**config.mk**
```make
export PLATFORM = sky130hd
export DESIGN_NAME = add_int32_serial
export DESIGN_NICKNAME = d
export VERILOG_FILES = /design/src/rtl/pim_serial_pkg.sv /design/src/rtl/adder_1bit.sv /design/src/rtl/add_int32_serial.sv
export SDC_FILE = /design/constraint.sdc
export NUM_CORES = 1
export LEC_CHECK = 0
export CAP_MARGIN = 0
export CORE_UTILIZATION = 30
export DETAILED_ROUTE_END_ITERATION = 7
export SLEW_MARGIN = 20
export SYNTH_ARGS = -nofsm -noshare
export SYNTH_HDL_FRONTEND = slang
export SYNTH_HIERARCHICAL = 1
export SYNTH_SLANG_ARGS = --single-unit
```
**constraint.sdc**
```tcl
create_clock -name clk -period 2.4 [get_ports clk]
set_input_delay 0.36 -clock clk [delete_from_list [all_inputs] [get_ports clk]]
set_output_delay 0.36 -clock clk [all_outputs]
set_load 0.05 [all_outputs]
```
**src/rtl/pim_serial_pkg.sv**
```systemverilog
// Shared encodings for the serial PIM benchmark blocks.
package pim_serial_pkg;

    typedef enum logic [1:0] {
        IDLE = 2'd0,
        RUN  = 2'd1,
        DONE = 2'd2
    } serial_state_t;

endpackage

```
**src/rtl/adder_1bit.sv**
```systemverilog
// One-bit full adder; IMPL_TYPE picks the gate-level style of the carry path.
module adder_1bit #(
    parameter int IMPL_TYPE = 0
) (
    input  logic A,
    input  logic B,
    input  logic Cin,
    output logic Sum,
    output logic Cout
);

    logic p;
    assign p   = A ^ B;
    assign Sum = p ^ Cin;

    generate
        if (IMPL_TYPE == 1) begin : g_mux
            // Propagate selects incoming carry, otherwise the generate bit (A==B).
            assign Cout = p ? Cin : A;
        end else begin : g_aoi
            assign Cout = (A & B) | (Cin & p);
        end
    endgenerate

endmodule

```
**src/rtl/add_int32_serial.sv**
```systemverilog
// Digit-serial adder: A + B mod 2^WIDTH, DIGIT bits per clock LSB first,
// with valid/ready handshakes on both sides.
module add_int32_serial
    import pim_serial_pkg::*;
#(
    parameter int WIDTH     = 32,
    parameter int DIGIT     = 1,
    parameter int IMPL_TYPE = 0
) (
    input  logic             clk,
    input  logic             rst,
    input  logic             in_valid,
    output logic             in_ready,
    input  logic [WIDTH-1:0] A,
    input  logic [WIDTH-1:0] B,
    output logic             out_valid,
    input  logic             out_ready,
    output logic [WIDTH-1:0] Sum,
    output logic             Cout
);

    localparam int N  = WIDTH / DIGIT;
    localparam int CW = (N > 1) ? $clog2(N) : 1;
    localparam logic [CW-1:0] LAST = CW'(N - 1);

    generate
        if (WIDTH % DIGIT != 0) begin : g_bad_cfg
            $error("add_int32_serial: WIDTH must be a multiple of DIGIT");
        end
    endgenerate

    serial_state_t    state, next_state;
    logic [WIDTH-1:0] a_sh, b_sh;
    logic             carry;
    logic [CW-1:0]    cnt;
    logic [DIGIT:0]   chain;
    logic [DIGIT-1:0] dsum;

    assign chain[0] = carry;

    generate
        for (genvar i = 0; i < DIGIT; i++) begin : g_digit
            adder_1bit #(.IMPL_TYPE(IMPL_TYPE)) u_fa (
                .A   (a_sh[i]),
                .B   (b_sh[i]),
                .Cin (chain[i]),
                .Sum (dsum[i]),
                .Cout(chain[i+1])
            );
        end
    endgenerate

    always_ff @(posedge clk) begin
        if (rst) state <= IDLE;
        else     state <= next_state;
    end

    always_comb begin
        next_state = state;
        case (state)
            IDLE:    if (in_valid)     next_state = RUN;
            RUN:     if (cnt == LAST)  next_state = DONE;
            DONE:    if (out_ready)    next_state = IDLE;
            default:                   next_state = IDLE;
        endcase
    end

    always_comb begin
        in_ready  = (state == IDLE);
        out_valid = (state == DONE);
    end

    // Sum fills from the MSB side so after N steps digit 0 lands at bit 0.
    always_ff @(posedge clk) begin
        if (rst) begin
            a_sh  <= '0;
            b_sh  <= '0;
            carry <= 1'b0;
            cnt   <= '0;
            Sum   <= '0;
            Cout  <= 1'b0;
        end else if (state == IDLE && in_valid) begin
            a_sh  <= A;
            b_sh  <= B;
            carry <= 1'b0;
            cnt   <= '0;
        end else if (state == RUN) begin
            a_sh  <= a_sh >> DIGIT;
            b_sh  <= b_sh >> DIGIT;
            Sum   <= {dsum, Sum[WIDTH-1:DIGIT]};
            carry <= chain[DIGIT];
            cnt   <= cnt + CW'(1);
            if (cnt == LAST) Cout <= chain[DIGIT];
        end
    end

endmodule

```
==> results.toml, run 1 <==
[clocking]
path_clk_slew_ns = 0.07
htreeDepth = 3
cts_inserted_buffers = 9
insertion_delay_ns = 0.34
cts.sinks = 105
ctsResizeCount = 0
cts_root_buffer = "clkbuf_16"
cts_buffer_depth = 2
postCtsHoldBufs = 0
cts_tree = "built"
postCtsSetupBuffers = 0

[die]
die-area_mm2 = 0.0160
start_util = 0.307
die_x_um = 127
fp-row-count = 45
pin_count = 103
die_y_um = 127
coreArea_mm2 = 0.0151

[pwr]
p_per_area_mw_per_mm2 = 652
power.leakage_nw = 2.02
finalPower_w = 0.00393
peakVddDrop_uv = 286

[setup_path]
critPathKind = "reg -> out"
timing.rr.end = "b_sh[13]$_SDFFE_PP0P_"
reg2regPathDepth = 4
end_kind = "primary output"
reg2reg_from = "state[1]$_SDFFE_PP0P_"
cp-start-kind = "flop"
cp.required_ns = 2.04
critical_path.max_fanout = 13
critPathArrivalTime_ns = 1.79
ff2ff_setup_slack_ns = 0.62

[logic_synthesis]
synthCells = 543
synthesis.nets = 614
avgSynthCellArea_um2 = 8.57
ys_warn_count = 6
synth_top_cell_by_area = "dfxtp_1"
async_flop_share = 0
synth-main-ff-cell = "dfxtp_1"
seq_area_frac_synth = 0.452
synth_edf_count = 0
synthTopCellsByArea = "dfxtp_1 45%, a211oi_2 16%, a21oi_1 11%, nand2_1 11%, nor2_1 5.3%"
synth_seq_cells = 105
ys_types = 30
synthesis.area_mm2 = 0.00465
synth.top_cell.area_share = 0.452

[hold_path]
hold_depth = 2
min_from = "rst"
min_path_type = "in -> reg"
min_to = "state[0]$_SDFFE_PP0P_"

[global_route]
track_usage = 0.139
use_met2 = 0.227
antenna_found_initial = 0
grt_pass1_vias = 3782
grt_max_degree = 59
grt_busiest_layer = "met2"
grt_pass1_wl_mm = 17.9
met3_usage = 0.0540
use_met1 = 0.169
globalRouteOverflowTotal = 0

[timing]
tightest_slew_ns = 0.539
slew_headroom = 0.639
final.setup_skew_ns = 0.00541
finalSetupTns_ns = 0
clock.fmax_mhz = 466
setup_violations = 0
period_share = 0.894
hold_viol = 0
slew_violations = 0
min_period_ns = 2.15
rsz0062_at_grt = "no"

[placement]
place_congestion = 0.699
place_hpwl_mm = 7.10
dpl.cell_count = 797
portBuffers = 102

[routing]
detailroute.via_count = 3924
drc = 0
drtIter0Drc = 165
avgRoutedWirePerCell_um = 13.2
dr.pass1.iters = 6
drtAntennaViolNets = 0
drt-total-wl_mm = 10.7
routed_via_density = 4.83

[status]
run_status = "complete, no violations"

[final_layout]
final_cells = 813
n_antenna_cell = 0
syn2layout_area_growth_pct = 29.5
final_common_cell = "nand2_1"
drive_gt1_frac = 0.154
nets = 691
final_util = 0.398
layout_common_cells = "133 x nand2_1, 105 x dfxtp_1, 101 x a21oi_1"

[run]
maxCapViolCount = 0
[Yosys cell counts, types with 2 or more instances]
cell,instances
a211oi_1,2
a211oi_2,58
a21oi_1,101
buf_2,13
buf_4,5
buf_6,13
clkbuf_1,17
dfxtp_1,105
ha_1,2
nand2_1,133
nand2b_1,3
nand3_1,4
nand3b_1,2
nor2_1,66
nor3_1,2
or2b_1,2
or3b_2,2
[worst max-delay path: stages (launching register included)]
cell,delay [ns]
dfxtp_1,0.46
nor2_1,0.15
clkdlybuf4s50_1,0.83
[worst max path at each step]
stage,startpoint,to,depth (start not counted)
3_5_place_dp,in_valid,cnt[0]$_SDFFE_PP0N_,5
4_1_cts,state[0]$_SDFFE_PP0P_,in_ready,2
3_3_place_gp,in_valid,cnt[0]$_SDFFE_PP0N_,5
2_1_floorplan,state[0]$_SDFFE_PP0P_,in_ready,2
5_1_grt,state[1]$_SDFFE_PP0P_,in_ready,2
6_report,state[0]$_SDFFE_PP0P_,in_ready,2
[routing by layer]
metal | share of wire | vias to the layer above
met4 | 0.0022 | 0
met5 | 0 | -
met3 | 0.065 | 2
met1 | 0.46 | 1847
met2 | 0.47 | 85
li1 | - | 1990
[logic make-up after synthesis]
kind of cell	count (synthesis)	synth area share
and+or+nand+nor	220	0.193
DFF	105	0.452
adders and majority gates	3	0.00968
buffers and inverters	48	0.0672
AOI/OAI and AO/OA	165	0.275
xor gates and xnor gates	2	0.00377
[state kept, by name, indices dropped and copies added (netlist names)]
name and cells:
cnt 5, Cout 1, Sum 32, state 2, carry 1, a_sh 32
b_sh 32
[where the power goes]
group | total (W) | switching (W) | internal (W)
Combinational | 0.000601 | 0.000325 | 0.000276
Clock | 0.00142 | 0.000679 | 0.000746
Sequential | 0.00190 | 0.0000567 | 0.00185
Total | 0.00393 | 0.00106 | 0.00287
[metrics by stage]
step / hold WS [ns] / setup WS (ns) / instance area, µm²
global placement: 0.447 / 0.341 / 5730
detailed placement: 0.454 / 0.315 / 5730
CTS: 0.410 / 0.213 / 6020
global route: 0.429 / 0.130 / 6020
floorplan: 0.437 / 0.947 / 4650
finish: 0.426 / 0.255 / 6020
[layout make-up]
cell class / count / area [µm²]
well taps: 188 / 235
multi-input cells: 390 / 2250
clock buffers: 10 / 239
fillers: 1521 / 9120
flip-flops and latches: 105 / 2100
clock inverters: 6 / 51.3
repair buffers: 114 / 1140
(Power assumes the default switching activity.)
==> run 2, diff against run 1 <==
- SETUP_SLACK_MARGIN: default -> 0.02
==> results of run 2 <==
Final layout, timing and power as in run 1 (identical DEF).
